--- config.mk ---
export PLATFORM = sky130hd
export DESIGN_NAME = spi_mailbox_master
export DESIGN_NICKNAME = d
export VERILOG_FILES = /design/src/rtl/spi_mailbox_master.sv
export SDC_FILE = /design/constraint.sdc
export NUM_CORES = 1
export LEC_CHECK = 0
export ABC_AREA = 1
export CAP_MARGIN = 20
export CORE_MARGIN = 2
export CORE_UTILIZATION = 62
export CTS_BUF_LIST = sky130_fd_sc_hd__clkbuf_8
export CTS_CLUSTER_DIAMETER = 100
export DETAILED_ROUTE_END_ITERATION = 16
export PLACE_DENSITY = 0.9
export SYNTH_ARGS = -nofsm -noshare
export SYNTH_HDL_FRONTEND = slang
export SYNTH_SLANG_ARGS = --single-unit
--- constraint.sdc ---
create_clock -name clk -period 3.6 [get_ports clk]
set_clock_uncertainty 0.1 [all_clocks]
set_input_delay 0.54 -clock clk [delete_from_list [all_inputs] [get_ports clk]]
set_output_delay 0.54 -clock clk [all_outputs]
set_load 0.01 [all_outputs]
--- src/rtl/spi_mailbox_master.sv ---
`default_nettype none
// ============================================================================
// Module      : spi_mailbox_master
// Description : Mode-0 SPI master exchanging one fixed-length mailbox frame.
// Revision    : 1.0 - initial release
// ============================================================================
module spi_mailbox_master #(
    parameter int CLK_DIV   = 4,
    parameter int NUM_BYTES = 8,
    parameter int SS_SETUP  = 4,
    parameter int BYTE_GAP  = 8,
    parameter int SS_HOLD   = 4,
    parameter int SS_IDLE   = 16
) (
    input  logic                   clk,
    input  logic                   rst_n,
    input  logic                   start,
    input  logic [8*NUM_BYTES-1:0] tx_frame,
    output logic [8*NUM_BYTES-1:0] rx_frame,
    output logic                   busy,
    output logic                   done,
    output logic                   spi_sck,
    output logic                   spi_ss,
    output logic                   spi_si,
    input  logic                   spi_so
);

    localparam int c_IDX_W = (NUM_BYTES > 1) ? $clog2(NUM_BYTES) : 1;
    localparam int c_CNT_W = 16;

    localparam logic [c_CNT_W-1:0] c_DIV_LD   = c_CNT_W'(CLK_DIV - 1);
    localparam logic [c_CNT_W-1:0] c_SETUP_LD = c_CNT_W'(SS_SETUP - 1);
    localparam logic [c_CNT_W-1:0] c_GAP_LD   = c_CNT_W'(BYTE_GAP - 1);
    localparam logic [c_CNT_W-1:0] c_HOLD_LD  = c_CNT_W'(SS_HOLD - 1);
    localparam logic [c_CNT_W-1:0] c_IDLE_LD  = c_CNT_W'(SS_IDLE - 1);
    localparam logic [c_IDX_W-1:0] c_LAST_IDX = c_IDX_W'(NUM_BYTES - 1);

    typedef enum logic [2:0] {
        ST_IDLE  = 3'd0,
        ST_SETUP = 3'd1,
        ST_SHIFT = 3'd2,
        ST_GAP   = 3'd3,
        ST_HOLD  = 3'd4,
        ST_DONE  = 3'd5
    } state_t;

    state_t                   r_state;
    logic [c_CNT_W-1:0]       r_cnt;
    logic [2:0]               r_bit;
    logic [c_IDX_W-1:0]       r_idx;
    logic [8*NUM_BYTES-1:0]   r_tx_shadow;
    logic [8*NUM_BYTES-1:0]   r_rx_shadow;
    logic [6:0]               r_rx_sr;
    logic                     r_so_meta;
    logic                     r_so_sync;

    logic [2:0]               w_bit_nx;
    logic                     w_last_bit;
    logic [c_IDX_W-1:0]       w_idx_nx;
    logic [c_IDX_W-1:0]       w_sel_idx;
    logic [7:0]               w_tx_byte;
    logic                     w_next_si;
    logic [7:0]               w_rx_byte;

    assign w_bit_nx   = r_bit + 3'd1;
    assign w_last_bit = (r_bit == 3'd7);
    assign w_idx_nx   = r_idx + c_IDX_W'(1);
    assign w_rx_byte  = {r_rx_sr, r_so_sync};

    // Next MOSI bit: following bit of this byte, or bit 7 of the next byte.
    always_comb begin
        w_sel_idx = w_last_bit ? w_idx_nx : r_idx;
        w_tx_byte = '0;
        for (int i = 0; i < NUM_BYTES; i++) begin
            if (w_sel_idx == c_IDX_W'(i)) w_tx_byte = r_tx_shadow[8*i +: 8];
        end
    end
    assign w_next_si = w_tx_byte[~w_bit_nx];

    always_ff @(posedge clk or negedge rst_n) begin
        if (!rst_n) begin
            r_state     <= ST_IDLE;
            r_cnt       <= '0;
            r_bit       <= '0;
            r_idx       <= '0;
            r_tx_shadow <= '0;
            r_rx_shadow <= '0;
            r_rx_sr     <= '0;
            r_so_meta   <= 1'b0;
            r_so_sync   <= 1'b0;
            rx_frame    <= '0;
            busy        <= 1'b0;
            done        <= 1'b0;
            spi_sck     <= 1'b0;
            spi_ss      <= 1'b1;
            spi_si      <= 1'b0;
        end else begin
            r_so_meta <= spi_so;
            r_so_sync <= r_so_meta;
            done      <= 1'b0;
            case (r_state)
                ST_IDLE: begin
                    if (start) begin
                        r_tx_shadow <= tx_frame;
                        r_state     <= ST_SETUP;
                        r_cnt       <= c_SETUP_LD;
                        r_bit       <= '0;
                        r_idx       <= '0;
                        spi_ss      <= 1'b0;
                        spi_si      <= tx_frame[7];
                        busy        <= 1'b1;
                    end
                end
                ST_SETUP, ST_GAP: begin
                    if (r_cnt == '0) begin
                        r_state <= ST_SHIFT;
                        r_cnt   <= c_DIV_LD;
                    end else begin
                        r_cnt <= r_cnt - 1'b1;
                    end
                end
                ST_SHIFT: begin
                    if (r_cnt != '0) begin
                        r_cnt <= r_cnt - 1'b1;
                    end else if (!spi_sck) begin
                        spi_sck <= 1'b1;
                        r_cnt   <= c_DIV_LD;
                    end else begin
                        // Last cycle of the high phase: sample MISO, drop SCK.
                        spi_sck <= 1'b0;
                        r_rx_sr <= w_rx_byte[6:0];
                        r_bit   <= w_bit_nx;
                        if (!w_last_bit) begin
                            spi_si <= w_next_si;
                            r_cnt  <= c_DIV_LD;
                        end else begin
                            for (int i = 0; i < NUM_BYTES; i++) begin
                                if (r_idx == c_IDX_W'(i)) r_rx_shadow[8*i +: 8] <= w_rx_byte;
                            end
                            if (r_idx == c_LAST_IDX) begin
                                r_state <= ST_HOLD;
                                r_cnt   <= c_HOLD_LD;
                                spi_si  <= 1'b0;
                            end else begin
                                r_state <= ST_GAP;
                                r_cnt   <= c_GAP_LD;
                                r_idx   <= w_idx_nx;
                                spi_si  <= w_next_si;
                            end
                        end
                    end
                end
                ST_HOLD: begin
                    if (r_cnt == '0) begin
                        r_state <= ST_DONE;
                        r_cnt   <= c_IDLE_LD;
                        spi_ss  <= 1'b1;
                    end else begin
                        r_cnt <= r_cnt - 1'b1;
                    end
                end
                ST_DONE: begin
                    if (r_cnt == c_IDLE_LD) begin
                        rx_frame <= r_rx_shadow;
                        done     <= 1'b1;
                    end
                    if (r_cnt == '0) begin
                        r_state <= ST_IDLE;
                        busy    <= 1'b0;
                    end else begin
                        r_cnt <= r_cnt - 1'b1;
                    end
                end
                default: r_state <= ST_IDLE;
            endcase
        end
    end

endmodule
`default_nettype wire

==> summary.md, run 1 <==
| Metric | Value |
|---|---|
| Congestion Overflow GR | `0` |
| Clock Root Buffer | `clkbuf_8` |
| Routed Antenna Nets | `0` |
| DIE HEIGHT | `132.7 µm` |
| Crit path capture type | `flip-flop` |
| I/O pin total | `137` |
| Power Dens Cells | `655.2 nW/µm²` |
| Register bit total from synthesis | `231` |
| Most frequent cells in the layout | `nand2_1, dfrtp_1, clkdlybuf4s50_1` |
| Setup WS pre-CTS | `0.7624 ns` |
| WP data arrival | `3.20 ns` |
| Largest net degree at the start of global routing | `92` |
| Synth async-reset ratio | `100.0%` |
| CTS tree | `yes` |
| Via count | `8355` |
| Antenna diode count | `0` |
| Delay-heaviest family, CP | `simple AND/OR/NAND/NOR gates` |
| Syn_nets | `1273` |
| Post-CTS sizing | `0` |
| Drt first pass iters | `5` |
| Slew @ Worst Pin | `0.7269 ns` |
| Die width | `132.7 µm` |
| Yosys cell types | `39` |
| Slowest cell on crit path | `dfrtp_1` |
| Register area share after synthesis | `56.30%` |
| Hold slack | `0.2467 ns` |
| CP cell instances | `ha_1 -> ha_1 -> nand2_1 -> o21ai_1 -> buf_4 -> inv_2 -> nor2_4 -> a21oi_1 -> nand2_1 -> nand3_1 -> nand2_1 -> nand2_1 -> nand2_1 -> nand2_1 -> nand3_1 -> nand3_1 -> nand3_1 -> a21oi_2` |
| Final Hold Viols | `0` |
| Metal3 WL | `1341 µm` |
| # DRC | `0` |
| Max_cap viols | `0` |
| Count of input and output buffers | `136` |
| Core area | `16410 µm²` |
| Critical Path RT | `3.92 ns` |
| Routability cong. | `0.9597` |
| CTS Buf Count | `36` |
| Fin crit share | `80.02%` |
| Share of Yosys cell area claimed by the top area cell type | `56.04%` |
| Iter 0 DRT Violations | `765` |
| GRT Total Usage | `27.84%` |
| Most frequent cell on the critical path | `nand2_1` |
| Reg clk slew, reported paths | `0.06 ns` |
| Max layer used | `met4` |
| Maximum clock rate | `347.1 MHz` |
| WL per Instance | `14.93 µm` |
| Post-DP HPWL | `15590 µm` |
| Clock sink count | `231` |
| Most common cell after layout, fill and taps aside | `nand2_1` |
| Post-CTS setup buffers | `0` |
| Hold Path Class | `reg2reg` |
| DRT met1 WL | `10020 µm` |
| Run status | `complete, no violations` |
| Tmin final | `2.881 ns` |
| Final wirelength | `23530 µm` |
| Vias per cell | `5.301` |
| Reg-to-Reg End | `spi_si` |
| Number of placement rows | `47` |
| Metal2 WL | `11420 µm` |
| R2R Setup Slk | `0.72 ns` |
| Post-synth EDFFs | `0` |
| HP Start | `r_so_meta` |
| RSZ-0062 raised after global routing | `no` |
| Reg2reg start | `r_bit[0]` |
| Setup violations, final | `0` |
| Buf/Inv on CP | `2` |
| Initial antenna violation count | `0` |
| Yosys warns | `0` |
| Relative slew slack | `51.36%` |
| Post-synthesis instance total | `1194` |
| Max rail drop VDD | `0.3997 mV` |
| Static Leak | `6.234 nW` |
| Layout cells sized above 1 | `8.038%` |
| Max-slew violation count | `0` |
| Syn avg cell area | `8.601 µm²` |
| Number of fill cells | `1116` |
| CP Max Fanout | `16` |
| End of the worst hold path | `r_so_sync` |
| Number of global-route vias before repair | `8227` |
| Area leader, netlist | `dfrtp_1` |
| Die ar. | `17610 µm²` |
| Worst-skew pair later-pin latency | `0.52 ns` |
| Cell area after synthesis | `10270 µm²` |
| Setup_tns | `0 ns` |
| Slowest Stage Delay on Critical Path | `0.46 ns` |
| Max clock buf depth | `3` |
| Setup crit start kind | `flip-flop` |
| First-pass GRT wire length | `39830 µm` |
| Synth Flop Type | `dfrtp_1` |
| Critical path type | `reg2reg` |
| Post-layout nets | `1408` |
| Design Power | `0.008166 W` |
| Hold path cells | `0` |
| Reg2Reg Depth | `18` |
| # H-tree levels | `2` |
| Area grow syn2layout | `21.36%` |
| Top cells by area, synth | `dfrtp_1, nand2_1, o21ai_0, inv_1, a21oi_1` |
| Final WS setup | `0.7192 ns` |
| Initial core utilization | `62.59%` |
| Crit path depth | `18` |
sequential cells by signal (all words and copies together), names as in the netlist:
register,count
spi_si,1
busy,1
r_so_sync,1
rx_frame,64
done,1
spi_ss,1
r_bit,3
r_so_meta,1
r_idx,3
r_rx_sr,7
r_state,3
r_rx_shadow,64
r_tx_shadow,64
r_cnt,16
spi_sck,1
where the power goes:
| group | switching [W] | internal, W | total [W] |
|---|---|---|---|
| clock network | 0.00101 | 0.00123 | 0.00224 |
| registers | 0.000368 | 0.00309 | 0.00346 |
| logic | 0.00160 | 0.000869 | 0.00247 |
| total | 0.00298 | 0.00519 | 0.00817 |
Yosys cell counts, types with 3 or more instances:
cell type and instances:
nand2_1 491, dfrtp_1 230, o21ai_0 83, inv_1 79, nor2_1 60, a21oi_1 51, nand3_1 39, clkbuf_1 23
o21ai_1 21, buf_2 11, ha_1 11, nor3_1 11, xor2_1 10, buf_6 9, nand3_4 7, inv_2 6
nor2_2 6, nor2_4 6, buf_4 5, nand2_2 4, nand2_4 4, o22ai_1 4, xnor2_1 3
cells by family (layout without fill, tap and decap cells):
| family | Yosys count | after routing | synth area share [%] |
|---|---|---|---|
| adder cells (fa/ha/maj) | 11 | 11 | 1.340 |
| buffers and inverters | 136 | 298 | 6.128 |
| AND/OR/NAND/NOR | 638 | 638 | 26.89 |
| flip-flops | 231 | 231 | 56.30 |
| XOR/XNOR | 13 | 13 | 1.109 |
| AO/OA/AOI/OAI | 165 | 165 | 8.236 |
what timing repair did:
action                                 in CTS  in global routing
setup endpoints to repair                   0                  0
endpoints found under the hold margin      66                  0
hold buffers                                1                  0
worst register-to-register path, cell delays in order, from the launching register on:
cell and delay, ns:
dfrtp_1 0.46, ha_1 0.22, ha_1 0.39, nand2_1 0.09
o21ai_1 0.09, buf_4 0.21, inv_2 0.13, nor2_4 0.31
a21oi_1 0.07, nand2_1 0.08, nand3_1 0.07, nand2_1 0.07
nand2_1 0.06, nand2_1 0.07, nand2_1 0.05, nand3_1 0.07
nand3_1 0.09, nand3_1 0.09, a21oi_2 0.05
worst max-delay path by stage:
stage,from,end,slack [ns]
4_1_cts,r_bit[0],spi_si,0.73
3_5_place_dp,r_bit[0],spi_si,0.76
2_1_floorplan,r_bit[0],spi_si,1.21
5_1_grt,r_bit[0],spi_si,0.39
6_report,r_bit[0],spi_si,0.72
3_3_place_gp,r_bit[0],spi_si,0.87
layer usage:
| layer | vias up | track usage, % |
|---|---|---|
| li1 | 4028 | - |
| met1 | 3937 | 38.02 |
| met2 | 317 | 45.83 |
| met3 | 73 | 4.061 |
| met4 | 0 | 10.51 |
| met5 | - | 0 |
final cells by class:
type | count | area [µm²] | area share (%)
Clock inverter | 19 | 111.4 | 0.8935
Tap cell | 220 | 275.3 | 2.209
Timing Repair Buffer | 146 | 1469 | 11.79
Sequential cell | 231 | 5782 | 46.39
Clock buffer | 46 | 633.1 | 5.080
Inverter | 87 | 329.1 | 2.640
Multi-Input combinational cell | 827 | 3864 | 31.00
stage by stage:
step / utilization (%) / std cells / area [µm²]
final: 75.96 / 1576 / 12460
after floorplan: - / 1194 / 10270
after global placement: 71.36 / 1510 / 11710
after CTS: 75.96 / 1576 / 12460
after global routing: 75.96 / 1576 / 12460
after detailed placement: 71.36 / 1510 / 11710
Power figures use the tool's default switching activity.
==> inputs of run 2 (changes only) <==
Settings changed: CORE_UTILIZATION 62 to 57, PLACE_DENSITY 0.9 to 0.84.
Clock period 3.6 ns to 2.7 ns, I/O delays scaled along.
==> run 2 against run 1 <==
Against the previous run:
- setup slack got worse by 0.51 ns
- sequential power is 32% higher
- register-to-register slack worse by 0.51 ns
- critical path depth unchanged
==> summary.md, run 2 (synthesized netlist as in run 1, its figures left out) <==
| Metric | Value |
|---|---|
| Run status | `complete, no violations` |
| CTS Buf Count | `37` |
| Largest net degree at the start of global routing | `92` |
| Iter 0 DRT Violations | `662` |
| # H-tree levels | `2` |
| Setup crit start kind | `flip-flop` |
| Slew @ Worst Pin | `0.6536 ns` |
| Relative slew slack | `56.43%` |
| Power Dens Cells | `858.0 nW/µm²` |
| Vias per cell | `5.290` |
| Clock sink count | `231` |
| First-pass GRT wire length | `39990 µm` |
| Layout cells sized above 1 | `9.004%` |
| Tmin final | `2.486 ns` |
| Final wirelength | `23720 µm` |
| Fin crit share | `92.09%` |
| Area grow syn2layout | `22.88%` |
| CTS tree | `yes` |
| Antenna diode count | `0` |
| Hold Path Class | `in2reg` |
| Static Leak | `6.280 nW` |
| Post-DP HPWL | `15840 µm` |
| Crit path capture type | `flip-flop` |
| Initial antenna violation count | `0` |
| Via count | `8437` |
| Clock Root Buffer | `clkbuf_8` |
| Max rail drop VDD | `0.5214 mV` |
| Most frequent cells in the layout | `nand2_1, dfrtp_1, clkdlybuf4s50_1` |
| Congestion Overflow GR | `0` |
| GRT Total Usage | `25.21%` |
| Die width | `138.2 µm` |
| Final Hold Viols | `0` |
| Number of fill cells | `1294` |
| Worst-skew pair later-pin latency | `0.54 ns` |
| Number of placement rows | `49` |
| Setup violations, final | `0` |
| Initial core utilization | `57.56%` |
| Largest regs | `r_rx_shadow x64, r_tx_shadow x64, rx_frame x64` |
| Setup_tns | `0 ns` |
| Critical path type | `reg2reg` |
| Drt first pass iters | `5` |
| WP data arrival | `2.85 ns` |
| Die ar. | `19110 µm²` |
| Number of global-route vias before repair | `8234` |
| # DRC | `0` |
| I/O pin total | `137` |
| Maximum clock rate | `402.2 MHz` |
| CP Max Fanout | `9` |
| Routed Antenna Nets | `0` |
| Most common cell after layout, fill and taps aside | `nand2_1` |
| Design Power | `0.01083 W` |
| WL per Instance | `14.87 µm` |
| Max_cap viols | `0` |
| Max-slew violation count | `0` |
| Core area | `17840 µm²` |
| Routability cong. | `0.9289` |
| Critical Path RT | `3.07 ns` |
| Post-layout nets | `1422` |
| Count of input and output buffers | `136` |
| Max clock buf depth | `3` |
| Reg clk slew, reported paths | `0.06 ns` |
| DIE HEIGHT | `138.2 µm` |
## run 2: metrics by stage
stage | hold slack [ns] | util (%) | instance area (µm²) | setup WS [ns] | cells
6_report | 0.2394 | 70.73 | 12620 | 0.2136 | 1595
5_1_grt | 0.2380 | 70.73 | 12620 | -0.01679 | 1595
4_1_cts | 0.2337 | 70.28 | 12540 | 0.01871 | 1592
3_5_place_dp | 0.2516 | 66.28 | 11830 | 0.03597 | 1528
3_3_place_gp | 0.2346 | 66.28 | 11830 | 0.1415 | 1528
2_1_floorplan | 0.009409 | - | 10270 | 0.3074 | 1194
## run 2: what timing repair did
action,4_1_cts,5_1_grt
pin swaps,1,3
buffers inserted,1,2
endpoints found under the setup margin,1,1
resized for setup,0,16
gates cloned,0,1
hold buffers,1,0
hold endpoints to repair,73,0
## run 2: power by group
group | switching (W) | internal (W)
clock network | 0.00131 | 0.00147
registers | 0.000446 | 0.00413
logic | 0.00222 | 0.00126
## run 2: per-layer routing
layer,track usage [%],part of all wire [%],up-vias
met3,4.988,6.5,66
met4,10.10,2.8,0
met2,40.67,49,336
met1,34.03,42,3982
met5,0,0,-
li1,-,-,4053
## run 2: final cells by class
cell class              instances  area, µm²  share of cell area (%)
flip-flops and latches        231       5783                   45.83
clock buffers                  44      605.6                   4.799
clock inverters                18      77.57                  0.6147
inverters                      87      339.1                   2.687
well taps                     229      286.5                   2.270
repair buffers                158       1622                   12.85
multi-input cells             828       3906                   30.95
## run 2: final timing paths
path	startpoint	to	slack, ns	cells after the start
worst max-delay path	r_idx[0]	spi_si	0.21	18
min in group asynchronous	rst_n	rx_frame[33]	0.34	2
worst min register to register	r_so_meta	r_so_sync	0.28	0
worst max register to register	r_idx[0]	spi_si	0.21	18
worst min-delay path	spi_so	r_so_meta	0.24	1
max in group asynchronous	rst_n	spi_ss	1.41	3
## run 2: worst max-delay path, cell delays in order (launching register included)
cell	delay, ns
dfrtp_1	0.38
ha_1	0.23
ha_1	0.30
nand2_1	0.07
o21ai_2	0.10
inv_2	0.14
nor2_8	0.18
inv_2	0.10
nand3_1	0.09
nand2_1	0.08
nand3_1	0.08
nand2_1	0.05
nand2_1	0.05
nand2_1	0.04
nand2_1	0.06
nand3_1	0.06
nand3_1	0.10
nand3_1	0.10
a21oi_2	0.12
==> inputs of run 3 (changes only) <==
Settings changed: GPL_TIMING_DRIVEN from default to 0, PLACE_DENSITY 0.84 to 0.91.
==> run 3 against run 2 <==
Against the previous run:
- register-to-register slack got worse by 0.20 ns
- non-clock buffer count rose by 46
- clock power is 16% higher
==> summary.md, run 3 (synthesized netlist as in run 1, its figures left out) <==
| Metric | Value |
|---|---|
| Run status | `complete, no violations` |
| Setup crit start kind | `flip-flop` |
| WL per Instance | `15.70 µm` |
| Post-layout nets | `1468` |
| Drt first pass iters | `6` |
| WP data arrival | `3.04 ns` |
| Tmin final | `2.682 ns` |
| Max-slew violation count | `0` |
| Via count | `8964` |
| Critical path type | `reg2reg` |
| Largest net degree at the start of global routing | `130` |
| Design Power | `0.01183 W` |
| Maximum clock rate | `372.8 MHz` |
| Static Leak | `6.546 nW` |
| Final Hold Viols | `0` |
| Die width | `138.2 µm` |
| Clock sink count | `231` |
| Most frequent cells in the layout | `nand2_1, dfrtp_1, clkdlybuf4s50_1` |
| Critical Path RT | `3.06 ns` |
| Worst-skew pair later-pin latency | `0.53 ns` |
| # H-tree levels | `2` |
| CP cell instances | `buf_4 -> inv_4 -> ha_1 -> inv_1 -> nand2_1 -> nand2_4 -> nand2_4 -> nor2_4 -> nand2_1 -> nand3_1 -> nand2_1 -> nand2_1 -> nand2_1 -> nand2_1 -> nand2_1 -> nand2_1 -> nand3_2 -> nand3_2 -> nand3_2 -> a21oi_2` |
| RSZ-0062 raised after global routing | `yes` |
| CP Max Fanout | `8` |
| Reg clk slew, reported paths | `0.07 ns` |
| Max_cap viols | `0` |
| Antenna diode count | `0` |
| CTS Buf Count | `38` |
| Vias per cell | `5.459` |
| Buf/Inv on CP | `3` |
| Area grow syn2layout | `27.94%` |
| Number of placement rows | `49` |
| Congestion Overflow GR | `0` |
| Slowest cell on crit path | `dfrtp_2` |
| Delay-heaviest family, CP | `simple AND/OR/NAND/NOR gates` |
| Clock Root Buffer | `clkbuf_8` |
| Crit path capture type | `flip-flop` |
| Routability cong. | `0.8683` |
| Initial antenna violation count | `0` |
| Hold Path Class | `reg2reg` |
| Max rail drop VDD | `0.5250 mV` |
| GRT Total Usage | `26.22%` |
| Routed Antenna Nets | `0` |
| Slowest Stage Delay on Critical Path | `0.42 ns` |
| DIE HEIGHT | `138.2 µm` |
| Post-DP HPWL | `17340 µm` |
| Largest regs | `r_rx_shadow x64, r_tx_shadow x64, rx_frame x64` |
| # DRC | `0` |
| Die ar. | `19110 µm²` |
| Initial core utilization | `57.56%` |
| Final Core Density | `73.64%` |
| Count of input and output buffers | `136` |
| Most frequent cell on the critical path | `nand2_1` |
| Finished Layout Cells | `1642` |
| Setup_tns | `0 ns` |
| I/O pin total | `137` |
| Number of global-route vias before repair | `8586` |
| CTS tree | `yes` |
| Relative slew slack | `36.66%` |
| Setup violations, final | `0` |
| Max clock buf depth | `3` |
| Slew @ Worst Pin | `0.9501 ns` |
| Most common cell after layout, fill and taps aside | `nand2_1` |
| Final wirelength | `25780 µm` |
| Power Dens Cells | `900.2 nW/µm²` |
| Iter 0 DRT Violations | `734` |
| Layout cells sized above 1 | `13.31%` |
| Fin crit share | `99.35%` |
| Dpl cells | `1560` |
| Core area | `17840 µm²` |
| First-pass GRT wire length | `41180 µm` |
run 3: cell types whose count changed in the layout (fill, tap and decap cells not counted), sizes merged:
cell / previous run / this run
clkbuf: 44 / 70
buf: 22 / 44
inv: 99 / 94
clkinv: 4 / 8
bufinv: 0 / 3
clkinvlp: 2 / 0
nor2: 75 / 74
run 3: area by class of cell:
| type | count | area, µm² |
|---|---|---|
| sequential | 231 | 5786 |
| fill | 1204 | 4702 |
| multi-input combinational | 827 | 4080 |
| timing repair buffer | 155 | 1531 |
| clock buffer | 46 | 633.1 |
| inverter | 87 | 339.1 |
| buffer | 49 | 317.8 |
| tap | 229 | 286.5 |
| clock inverter | 18 | 165.2 |
run 3: report_power, final:
group | internal, W | switching (W)
Sequential | 0.00413 | 0.000453
Combinational | 0.00143 | 0.00259
Clock | 0.00184 | 0.00140
Total | 0.00739 | 0.00444
run 3: timing repair:
| item | 4_1_cts | 5_1_grt |
|---|---|---|
| gates cloned | 0 | 1 |
| resized for setup | 9 | 52 |
| hold buffers | 1 | 0 |
| endpoints found under the setup margin | 1 | 1 |
| pin swaps | 6 | 25 |
| setup buffers | 3 | 13 |
| endpoints found under the hold margin | 128 | 0 |
run 3: metal layers:
layer,track usage [%],share of wire [%],vias to the layer above
li1,-,-,4142
met5,0,0,-
met1,33.85,39,4265
met4,9.613,3.6,0
met3,5.196,7.8,85
met2,44.42,50,472
run 3: final timing paths:
kind | start | slack, ns | end | cells after the start
worst max-delay path | r_idx[0] | 0.02 | spi_si | 20
max in group asynchronous | rst_n | 1.00 | r_idx[2] | 3
worst min-delay path | r_so_meta | 0.25 | r_so_sync | 0
min in group asynchronous | rst_n | 0.45 | rx_frame[20] | 2
worst min register to register | r_so_meta | 0.25 | r_so_sync | 0
worst max register to register | r_idx[0] | 0.02 | spi_si | 20
run 3: metrics by stage:
step / hold WS [ns] / cell area [µm²] / setup WS (ns)
after floorplan: 0.009409 / 10270 / 0.3074
after global placement: 0.2365 / 11920 / -8.029
after detailed placement: 0.2356 / 11950 / -0.1132
after CTS: 0.2348 / 12820 / 0.01007
after global routing: 0.2218 / 13140 / -0.1317
final: 0.2484 / 13140 / 0.01767
